[config.mk]
export PLATFORM = sky130hd
export DESIGN_NAME = pwm_cfg_sequencer
export DESIGN_NICKNAME = d
export VERILOG_FILES = /design/src/rtl/pwm_cfg_sequencer.sv
export SDC_FILE = /design/constraint.sdc
export NUM_CORES = 1
export LEC_CHECK = 0
export CORE_ASPECT_RATIO = 1.2
export CORE_UTILIZATION = 58
export CTS_BUF_LIST = sky130_fd_sc_hd__clkbuf_2
export CTS_CLUSTER_SIZE = 10
export DETAILED_ROUTE_END_ITERATION = 16
export GPL_TIMING_DRIVEN = 0
export PLACE_DENSITY = 0.84
export SLEW_MARGIN = 20
export SYNTH_ARGS = -nofsm -noshare
export SYNTH_HDL_FRONTEND = slang
export SYNTH_SLANG_ARGS = --single-unit
[constraint.sdc]
create_clock -name clk -period 6.9 [get_ports clk]
set_clock_uncertainty 0.1 [all_clocks]
set_input_delay 1.035 -clock clk [delete_from_list [all_inputs] [get_ports clk]]
set_output_delay 1.035 -clock clk [all_outputs]
set_load 0.1 [all_outputs]
[src/rtl/pwm_cfg_sequencer.sv]
// APB-programmable configuration sequencer for the 3-channel PWM core.
// CPU writes land in shadow registers. They are forwarded to the core only
// at PWM period boundaries. An optional duty ramp gives soft start and soft stop.
module pwm_cfg_sequencer (
    input  logic        clk,
    input  logic        rstn,
    input  logic        psel_i,
    input  logic        penable_i,
    input  logic        pwrite_i,
    input  logic [4:0]  paddr_i,
    input  logic [31:0] pwdata_i,
    output logic [31:0] prdata_o,
    output logic        pready_o,
    input  logic        period_end_i,
    output logic [2:0]  enable_o,
    output logic [31:0] prescaler_o,
    output logic [31:0] pwm_period_o,
    output logic [31:0] duty_cycle_o
);

    typedef enum logic [1:0] {
        ST_IDLE = 2'd0,
        ST_RAMP = 2'd1,
        ST_RUN  = 2'd2,
        ST_STOP = 2'd3
    } state_t;

    // Shadow (CPU-visible) registers.
    logic [2:0]  r_en_req;
    logic        r_ramp_en;
    logic [31:0] r_presc;
    logic [31:0] r_period;
    logic [31:0] r_duty_tgt;
    logic [31:0] r_step;
    logic        r_pending;

    // Sequencer state and values presented to the core.
    state_t      r_state;
    logic [2:0]  r_enable;
    logic [31:0] r_prescaler;
    logic [31:0] r_pwm_period;
    logic [31:0] r_duty;

    state_t      w_state_next;
    logic [2:0]  w_enable_next;
    logic [31:0] w_prescaler_next;
    logic [31:0] w_pwm_period_next;
    logic [31:0] w_duty_next;
    logic        w_apply;

    logic        w_wr;
    logic        w_cfg_wr;
    logic [2:0]  w_word;
    logic [31:0] w_target;
    logic [31:0] w_ramp_duty;
    logic [31:0] w_stop_duty;
    logic        w_stopping;
    logic        w_unused_addr_lsb;

    assign w_wr              = psel_i & penable_i & pwrite_i;
    assign w_word            = paddr_i[4:2];
    assign w_cfg_wr          = w_wr && (w_word <= 3'd4);
    assign w_unused_addr_lsb = ^paddr_i[1:0];

    // The core never gets a duty larger than its period.
    assign w_target   = (r_duty_tgt > r_period) ? r_period : r_duty_tgt;
    assign w_stopping = r_pending && (r_en_req == 3'd0);

    // One ramp step from cur toward tgt. The arithmetic is 33-bit so it cannot wrap.
    // A zero step lands on the target immediately.
    function automatic logic [31:0] step_toward(input logic [31:0] cur,
                                                input logic [31:0] tgt,
                                                input logic [31:0] stp);
        logic [32:0] s;
        s = 33'd0;
        if (stp == 32'd0) begin
            return tgt;
        end
        if (cur < tgt) begin
            s = {1'b0, cur} + {1'b0, stp};
            return (s >= {1'b0, tgt}) ? tgt : s[31:0];
        end
        s = {1'b0, cur} - {1'b0, stp};
        return (s[32] || (s[31:0] <= tgt)) ? tgt : s[31:0];
    endfunction

    assign w_ramp_duty = step_toward(r_duty, w_target, r_step);
    assign w_stop_duty = step_toward(r_duty, 32'd0, r_step);

    assign pready_o     = 1'b1;
    assign enable_o     = r_enable;
    assign prescaler_o  = r_prescaler;
    assign pwm_period_o = r_pwm_period;
    assign duty_cycle_o = r_duty;

    // Read mux: registers straight to prdata, zero-wait-state APB.
    always_comb begin
        prdata_o = 32'd0;
        case (w_word)
            3'd0:    prdata_o = {23'd0, r_ramp_en, 5'd0, r_en_req};
            3'd1:    prdata_o = r_presc;
            3'd2:    prdata_o = r_period;
            3'd3:    prdata_o = r_duty_tgt;
            3'd4:    prdata_o = r_step;
            3'd5:    prdata_o = {27'd0, r_pending, 2'd0, r_state};
            default: prdata_o = 32'd0;
        endcase
    end

    // Shadow register writes. A write in the same cycle as an apply keeps
    // PENDING set, so that new value is picked up at the next boundary.
    always_ff @(posedge clk or negedge rstn) begin
        if (!rstn) begin
            r_en_req   <= 3'd0;
            r_ramp_en  <= 1'b0;
            r_presc    <= 32'd0;
            r_period   <= 32'd0;
            r_duty_tgt <= 32'd0;
            r_step     <= 32'd0;
            r_pending  <= 1'b0;
        end else begin
            if (w_wr) begin
                case (w_word)
                    3'd0: begin
                        r_en_req  <= pwdata_i[2:0];
                        r_ramp_en <= pwdata_i[8];
                    end
                    3'd1:    r_presc    <= pwdata_i;
                    3'd2:    r_period   <= pwdata_i;
                    3'd3:    r_duty_tgt <= pwdata_i;
                    3'd4:    r_step     <= pwdata_i;
                    default: ;
                endcase
            end
            if (w_cfg_wr) begin
                r_pending <= 1'b1;
            end else if (w_apply) begin
                r_pending <= 1'b0;
            end
        end
    end

    // Sequencer next state. Outside IDLE, core outputs move only on period_end_i.
    always_comb begin
        w_state_next      = r_state;
        w_enable_next     = r_enable;
        w_prescaler_next  = r_prescaler;
        w_pwm_period_next = r_pwm_period;
        w_duty_next       = r_duty;
        w_apply           = 1'b0;
        case (r_state)
            ST_IDLE: begin
                w_enable_next     = 3'd0;
                w_duty_next       = 32'd0;
                w_prescaler_next  = r_presc;
                w_pwm_period_next = r_period;
                if (r_en_req != 3'd0) begin
                    w_apply       = 1'b1;
                    w_enable_next = r_en_req;
                    if (r_ramp_en) begin
                        w_state_next = ST_RAMP;
                    end else begin
                        w_state_next = ST_RUN;
                        w_duty_next  = w_target;
                    end
                end
            end
            ST_RAMP: begin
                if (period_end_i) begin
                    if (r_pending) begin
                        w_apply           = 1'b1;
                        w_prescaler_next  = r_presc;
                        w_pwm_period_next = r_period;
                    end
                    if (w_stopping) begin
                        // Disable requested mid-ramp: stop softly, or drop at once.
                        if (r_ramp_en) begin
                            w_state_next = ST_STOP;
                        end else begin
                            w_state_next  = ST_IDLE;
                            w_enable_next = 3'd0;
                            w_duty_next   = 32'd0;
                        end
                    end else begin
                        if (r_pending) begin
                            w_enable_next = r_en_req;
                        end
                        w_duty_next = w_ramp_duty;
                        if (w_ramp_duty == w_target) begin
                            w_state_next = ST_RUN;
                        end
                    end
                end
            end
            ST_RUN: begin
                if (period_end_i && r_pending) begin
                    w_apply           = 1'b1;
                    w_prescaler_next  = r_presc;
                    w_pwm_period_next = r_period;
                    if (r_en_req == 3'd0) begin
                        // Soft stop keeps the channels enabled while duty winds down.
                        if (r_ramp_en) begin
                            w_state_next = ST_STOP;
                        end else begin
                            w_state_next  = ST_IDLE;
                            w_enable_next = 3'd0;
                            w_duty_next   = 32'd0;
                        end
                    end else begin
                        w_enable_next = r_en_req;
                        if (w_target != r_duty) begin
                            if (r_ramp_en) begin
                                w_state_next = ST_RAMP;
                            end else begin
                                w_duty_next = w_target;
                            end
                        end
                    end
                end
            end
            ST_STOP: begin
                if (period_end_i) begin
                    if (r_en_req != 3'd0) begin
                        // Re-enabled during soft stop: ramp back up from where we are.
                        w_apply           = 1'b1;
                        w_prescaler_next  = r_presc;
                        w_pwm_period_next = r_period;
                        w_enable_next     = r_en_req;
                        w_state_next      = ST_RAMP;
                    end else begin
                        w_duty_next = w_stop_duty;
                        if (w_stop_duty == 32'd0) begin
                            w_state_next  = ST_IDLE;
                            w_enable_next = 3'd0;
                        end
                    end
                end
            end
            default: w_state_next = ST_IDLE;
        endcase
    end

    // Sequencer state and core-facing output registers.
    always_ff @(posedge clk or negedge rstn) begin
        if (!rstn) begin
            r_state      <= ST_IDLE;
            r_enable     <= 3'd0;
            r_prescaler  <= 32'd0;
            r_pwm_period <= 32'd0;
            r_duty       <= 32'd0;
        end else begin
            r_state      <= w_state_next;
            r_enable     <= w_enable_next;
            r_prescaler  <= w_prescaler_next;
            r_pwm_period <= w_pwm_period_next;
            r_duty       <= w_duty_next;
        end
    end

endmodule

==> results.sh, run 1 <==
export IMPL_num_rows=74
export IMPL_synth_fp_nets=2588
export IMPL_initial_core_util=0.588
export IMPL_routabilityCongestion=1.14
export IMPL_htree_levels=2
export IMPL_place_area_um2=22400
export IMPL_yosys_warnings=0
export IMPL_yosysSeqAreaShare=0.293
export IMPL_syn_area_um2=20000
export IMPL_portBuffers=171
export IMPL_cts_sinks=234
export IMPL_overflow=15
export IMPL_grt_usage=0.739
export IMPL_fp_dieH_um=205
export IMPL_syn_avg_cell_area_um2=8.49
export IMPL_ys_flop_type="dfrtp_1"
export IMPL_status="stopped before the end"
export IMPL_error_line="[ERROR GRT-0232] Routing congestion too high. Check the congestion heatmap in the GUI."
export IMPL_synth_cells=2353
export IMPL_dieWidth_um=171
export IMPL_stop_stage="global routing"
export IMPL_synth_seq_cells=234
export IMPL_ios=175
export IMPL_synth_cell_types=96
export IMPL_clockBufferDepth=3
export IMPL_grt_max_degree=87
export IMPL_async_reset_ff_frac=1.00
export IMPL_root_buffer="clkbuf_2"
export IMPL_tritoncts_num_buffers=55
export IMPL_hpwl_um=71900
export IMPL_synth_edff_count=0
## metrics by stage
step	TNS (ns)	util	worst slack [ns]	instances
4_1_cts	0	0.724	0.00426	3161
3_5_place_dp	-53.93	0.659	-2.44	2987
3_3_place_gp	-1191.92	0.655	-4.91	2980
2_1_floorplan	0	-	0.123	2353
## cells by family after synthesis
family	Yosys count	synth area share
adders and majority gates	192	0.121
AOI/OAI and AO/OA	776	0.254
buffers and inverters	267	0.0543
muxes	168	0.0940
DFF	234	0.293
xor gates and xnor gates	65	0.0285
other	1	0.000188
and+or+nand+nor	650	0.154
## per-layer routing
layer / overflow / track usage
met1: 0 / 0.744
met2: 5 / 0.904
met3: 4 / 0.589
met4: 6 / 0.733
met5: 0 / 0.188
## cells in the mapped netlist, types with 37 or more instances
cell type,n,share of area
nand2_1,251,0.047
a21oi_1,164,0.041
xnor2_1,51,0.022
dfrtp_1,234,0.29
inv_1,132,0.025
a21o_1,37,0.014
nor3_1,41,0.010
clkbuf_1,87,0.016
nor2_1,152,0.029
ha_1,190,0.12
mux2_2,138,0.078
o21ai_0,220,0.055
## what timing repair did
action,in CTS
gates resized for setup,251
pin swaps,43
hold buffers,1
gates cloned,1
setup buffers,75
hold endpoints to repair,35
setup endpoints to repair,34
==> run 2, diff against run 1 <==
Settings changed: CORE_ASPECT_RATIO 1.2 to unset, CORE_UTILIZATION 58 to 40, CTS_BUF_LIST sky130_fd_sc_hd__clkbuf_2 to unset, CTS_CLUSTER_SIZE 10 to unset, PLACE_DENSITY 0.84 to unset, PLACE_DENSITY_LB_ADDON set to 0.15.
==> run 2 against run 1 <==
The flow now finishes, with violations (negative setup slack). Synthesized cell count unchanged. Synthesized area unchanged.
==> results.sh, run 2 <==
export IMPL_status="complete, but fails checks"
export IMPL_violations="negative setup slack"
export IMPL_ys_flop_type="dfrtp_1"
export IMPL_dr_pass1_iters=7
export IMPL_syn_area_um2=20000
export IMPL_synth_edff_count=0
export IMPL_startpoint="r_step[4]"
export IMPL_cpMostUsedCell="a21o_1"
export IMPL_fin_ws_ns=-0.0639
export IMPL_synth_top_cell_by_area="dfrtp_1"
export IMPL_portBuffers=171
export IMPL_dp_cells=3195
export IMPL_power_density_nw_per_um2=589
export IMPL_path_max_fanout=10
export IMPL_drv_slew=0
export IMPL_grt_pass1_vias=21100
export IMPL_fp_dieH_um=225
export IMPL_synth_cells=2353
export IMPL_nFillCells=4590
export IMPL_worst_ep_required_time_ns=7.29
export IMPL_slew_headroom=0.180
export IMPL_power_leakage_nw=11.1
export IMPL_endpoint_kind="register"
export IMPL_antenna_found_initial=1
export IMPL_rsz0062_at_grt="true"
export IMPL_min_path_type="input port to asynchronous set/reset pin"
export IMPL_timing_worst_setup_path_type="register to register"
export IMPL_num_rows=81
export IMPL_cts_sinks=234
export IMPL_worst_path_largest_cell_delay_ns=0.65
export IMPL_dieWidth_um=225
export IMPL_drive_gt1_frac=0.249
export IMPL_utilization=0.546
export IMPL_seq_area_um2=5900
export IMPL_area_delta_synth_final_pct=34.2
export IMPL_drt_wl_total_um=100000
export IMPL_netlist_top_cells_count="251 x nand2_1, 234 x dfrtp_1, 220 x o21ai_0, 190 x ha_1, 164 x a21oi_1"
export IMPL_root_buffer="clkbuf_16"
export IMPL_setup_violations=2
export IMPL_routabilityCongestion=1.07
export IMPL_post_drt_wl_per_cell_um=29.5
export IMPL_fin_setup_tns_ns=-0.121
export IMPL_mostFrequentLayoutCells="247 x nand2_1, 201 x dfrtp_1, 190 x o21ai_0"
export IMPL_synthTopCellsByArea="dfrtp_1 29%, ha_1 12%, mux2_2 7.8%"
export IMPL_tritoncts_num_buffers=28
export IMPL_grt_pass1_wl_um=144000
export IMPL_core_area_um2=49100
export IMPL_multi_input_area_um2=14800
export IMPL_fin_nets=2940
export IMPL_clockBufferDepth=3
export IMPL_finalNonFillerCells=3391
export IMPL_cp_start_kind="register"
export IMPL_vias=21800
export IMPL_ios=175
export IMPL_htree_levels=1
export IMPL_fmax_ghz=0.144
export IMPL_drt_initial_drc_count=2593
export IMPL_min_period_over_period=1.01
export IMPL_syn_avg_cell_area_um2=8.49
export IMPL_yosys_cell_count_top_type="nand2_1"
export IMPL_synth_seq_cells=234
export IMPL_critPathSlowestCell="nor4_4"
export IMPL_grt_max_degree=82
export IMPL_yosysSeqAreaShare=0.293
export IMPL_synth_fp_nets=2588
export IMPL_final_common_cell="nand2_1"
export IMPL_critPathArrivalTime_ns=7.36
export IMPL_reg2reg_from="r_step[4]"
export IMPL_grt_usage=0.388
export IMPL_drc=0
export IMPL_finalHoldViolCount=0
export IMPL_hpwl_um=76500
export IMPL_ir_drop_uv=424
export IMPL_min_period_ns=6.96
export IMPL_yosys_warnings=0
export IMPL_tightest_slew_ns=1.22
export IMPL_clkLatencyLatePin_ns=0.57
export IMPL_postCtsHoldBufs=0
export IMPL_die_area_um2=50800
export IMPL_overflow=0
export IMPL_ant_nets=0
export IMPL_synth_cell_types=96
export IMPL_vias_per_cell=6.42
export IMPL_path_clk_slew_ns=0.07
export IMPL_initial_core_util=0.407
export IMPL_cts_tree="done"
export IMPL_drv_cap=0
export IMPL_async_reset_ff_frac=1.00
export IMPL_synth_top_area_frac=0.293
-- run 2: cell counts after synthesis --
No cell type changed its count.
-- run 2: through the flow --
| stage | hold slack (ns) | cell area, um2 | power [mW] | setup WS [ns] |
|---|---|---|---|---|
| floorplan | 0.379 | 20000 | 8.77 | 0.123 |
| global placement | 0.378 | 22500 | 12.0 | -5.46 |
| detailed placement | 0.386 | 22700 | 12.1 | -2.75 |
| CTS | 0.363 | 25600 | 14.7 | 0.00103 |
| global route | 0.386 | 26800 | 16.4 | -0.106 |
| finish | 0.328 | 26800 | 15.8 | -0.0639 |
-- run 2: path summary, 6_finish.rpt --
path	endpoint	slack, ns	cells past startpoint
hold / removal	prescaler_o[8]	0.33	1
setup reg to reg	r_state[1]	-0.06	28
min in group clk	enable_o[2]	0.40	1
setup / recovery	r_state[1]	-0.06	28
hold reg to reg	enable_o[2]	0.40	1
max in group asynchronous	duty_cycle_o[20]	5.47	2
-- run 2: per-layer routing --
layer / GRT usage / wire [um]
met1: 0.523 / 41400
met4: 0.228 / 6360
met2: 0.585 / 43400
met3: 0.0605 / 8820
met5: 0 / 0
-- run 2: cell families after synthesis --
| group | after synthesis | synth area share |
|---|---|---|
| mux | 168 | 0.0940 |
| buf+inv | 267 | 0.0543 |
| xor+xnor | 65 | 0.0285 |
| fa+ha+maj | 192 | 0.121 |
| other cells | 1 | 0.000188 |
| flops | 234 | 0.293 |
| compound gates | 776 | 0.254 |
| simple gates | 650 | 0.154 |
-- run 2: area by class of cell --
cell class	instances	area share
diodes	1	0.0000934
plain buffers	129	0.0290
clock buffers	36	0.0292
clock inverters	15	0.00691
inverters	134	0.0195
multi-input cells	1852	0.551
flip-flops and latches	234	0.220
well taps	664	0.0310
repair buffers	326	0.113
-- run 2: repair_timing --
item | in CTS | in global routing
endpoints found under the setup margin | 34 | 33
cloned | 1 | 0
resized for setup | 272 | 161
pin swaps | 42 | 68
buffers inserted | 86 | 61
-- run 2: power by group --
group / leakage (nW) / switching, mW / total [mW] / internal, mW
clock network: 0.463 / 0.648 / 1.57 / 0.921
registers: 2.83 / 0.469 / 2.26 / 1.79
logic: 7.86 / 7.96 / 11.9 / 3.98
total: 11.1 / 9.08 / 15.8 / 6.70
-- run 2: worst max-delay path: cells and delay by family, from the launching register on --
| family | cells | cell delay, ns |
|---|---|---|
| AOI/OAI and AO/OA | 17 | 3.54 |
| muxes | 1 | 0.20 |
| buffers and inverters | 4 | 0.58 |
| DFF | 1 | 0.42 |
| adders and majority gates | 2 | 0.53 |
| and+or+nand+nor | 4 | 1.50 |
(Power assumes the default switching activity.)
==> run 3, diff against run 2 <==
Settings changed: REMOVE_ABC_BUFFERS set to 1, TNS_END_PERCENT set to 50.
==> run 3 against run 2 <==
The run now ends clean. Non-clock buffer count fell by 160. Utilization fell by 2.2 points. Combinational power fell by 8%. Cell count fell by 4.6%. Register-to-register slack improved by 0.16 ns.
==> results.sh, run 3 (same netlist as run 2, synthesis figures left out) <==
export IMPL_status="complete, no violations"
export IMPL_ir_drop_uv=336
export IMPL_path_clk_slew_ns=0.06
export IMPL_tritoncts_num_buffers=27
export IMPL_slew_headroom=0.195
export IMPL_dp_cells=3095
export IMPL_power_leakage_nw=10.7
export IMPL_critPathArrivalTime_ns=7.14
export IMPL_finalNonFillerCells=3235
export IMPL_hpwl_um=63700
export IMPL_path_max_fanout=29
export IMPL_drv_cap=0
export IMPL_initial_core_util=0.407
export IMPL_dr_pass1_iters=5
export IMPL_area_delta_synth_final_pct=28.9
export IMPL_drive_gt1_frac=0.210
export IMPL_power_density_nw_per_um2=569
export IMPL_drc=0
export IMPL_endpoint_kind="register"
export IMPL_cp_start_kind="register"
export IMPL_nFillCells=4661
export IMPL_clkLatencyLatePin_ns=0.58
export IMPL_critPathSlowestCell="mux2i_1"
export IMPL_cpMostUsedCell="buf_4"
export IMPL_vias=20200
export IMPL_min_period_over_period=0.985
export IMPL_antenna_found_initial=0
export IMPL_ios=175
export IMPL_whs_ns=0.319
export IMPL_drt_wl_total_um=86000
export IMPL_timing_worst_setup_path_type="register to register"
export IMPL_fin_nets=2784
export IMPL_grt_max_degree=88
export IMPL_grt_pass1_vias=19100
export IMPL_drv_slew=0
export IMPL_multi_input_area_um2=14500
export IMPL_post_drt_wl_per_cell_um=26.6
export IMPL_routabilityCongestion=0.990
export IMPL_num_rows=81
export IMPL_mostFrequentLayoutCells="248 x nand2_1, 216 x dfrtp_1, 204 x o21ai_0"
export IMPL_min_period_ns=6.80
export IMPL_dieWidth_um=225
export IMPL_root_buffer="clkbuf_16"
export IMPL_finalPower_mw=14.6
export IMPL_utilization=0.525
export IMPL_die_area_um2=50800
export IMPL_min_path_type="input port to asynchronous set/reset pin"
export IMPL_postCtsHoldBufs=0
export IMPL_portBuffers=171
export IMPL_vias_per_cell=6.24
export IMPL_tightest_slew_ns=1.20
export IMPL_ant_nets=0
export IMPL_cts_sinks=234
export IMPL_drt_initial_drc_count=2105
export IMPL_finalHoldViolCount=0
export IMPL_grt_pass1_wl_um=126000
export IMPL_clockBufferDepth=3
export IMPL_htree_levels=1
export IMPL_worst_ep_required_time_ns=7.24
export IMPL_fmax_ghz=0.147
export IMPL_grt_usage=0.334
export IMPL_seq_area_um2=5880
export IMPL_fp_dieH_um=225
export IMPL_setup_violations=0
export IMPL_final_common_cell="nand2_1"
export IMPL_cts_tree="done"
export IMPL_overflow=0
export IMPL_worst_path_largest_cell_delay_ns=0.82
export IMPL_core_area_um2=49100
export IMPL_fin_setup_tns_ns=0
## run 3: changes by cell type in the layout (fill, tap and decap cells not counted), moves of 11 or more
cell	delta
dfrtp_2	-15
clkbuf_1	-69
o21ai_0	+14
buf_4	-57
buf_16	+14
o21ai_1	-11
inv_1	+15
ha_4	-11
inv_2	-12
dfrtp_1	+15
buf_6	-15
## run 3: layout make-up
cell class | instances | area share
sequential | 234 | 0.228
tap | 664 | 0.0323
inverter | 134 | 0.0199
antenna | 2 | 0.000194
timing repair buffer | 295 | 0.119
clock inverter | 8 | 0.00481
multi-input combinational | 1857 | 0.565
clock buffer | 41 | 0.0306
## run 3: layer usage
layer / routed length, um / vias up / track usage
li1: - / 9101 / -
met1: 39700 / 10100 / 0.484
met2: 37100 / 850 / 0.504
met3: 6270 / 148 / 0.0460
met4: 2990 / 0 / 0.113
met5: 0 / - / 0
## run 3: where the power goes
part           total, mW  internal, mW  switching [mW]
Combinational       10.9          3.73            7.14
Clock               1.52         0.895           0.625
Sequential          2.25          1.79           0.457
## run 3: path summary, 6_finish.rpt
check / to / startpoint / slack, ns / cells after the start
worst max-delay path: duty_cycle_o[20] / r_period[17] / 0.10 / 28
worst min register to register: enable_o[2] / enable_o[2] / 0.40 / 1
worst max register to register: duty_cycle_o[20] / r_period[17] / 0.10 / 28
worst min-delay path: prescaler_o[11] / rstn / 0.32 / 1
min in group clk: enable_o[2] / enable_o[2] / 0.40 / 1
max in group asynchronous: r_period[24] / rstn / 5.50 / 2
## run 3: worst max-delay path, delay by kind of cell (launching register included)
family / cells / cell delay (ns)
and+or+nand+nor: 5 / 1.03
adders and majority gates: 2 / 0.72
muxes: 1 / 0.82
DFF: 1 / 0.42
AOI/OAI and AO/OA: 7 / 1.50
buffers and inverters: 13 / 2.02
## run 3: what timing repair did
action	CTS	global route
pin swaps	27	33
setup endpoints to repair	34	34
gates resized for setup	178	94
setup buffers	54	30
cloned	5	0
## run 3: metrics by stage
stage,worst slack [ns],area (um2)
after global placement,-6.14,21900
after floorplan,-0.988,19400
final,0.101,25700
after CTS,0.00230,25000
after global routing,-0.0580,25700
after detailed placement,-2.63,22800
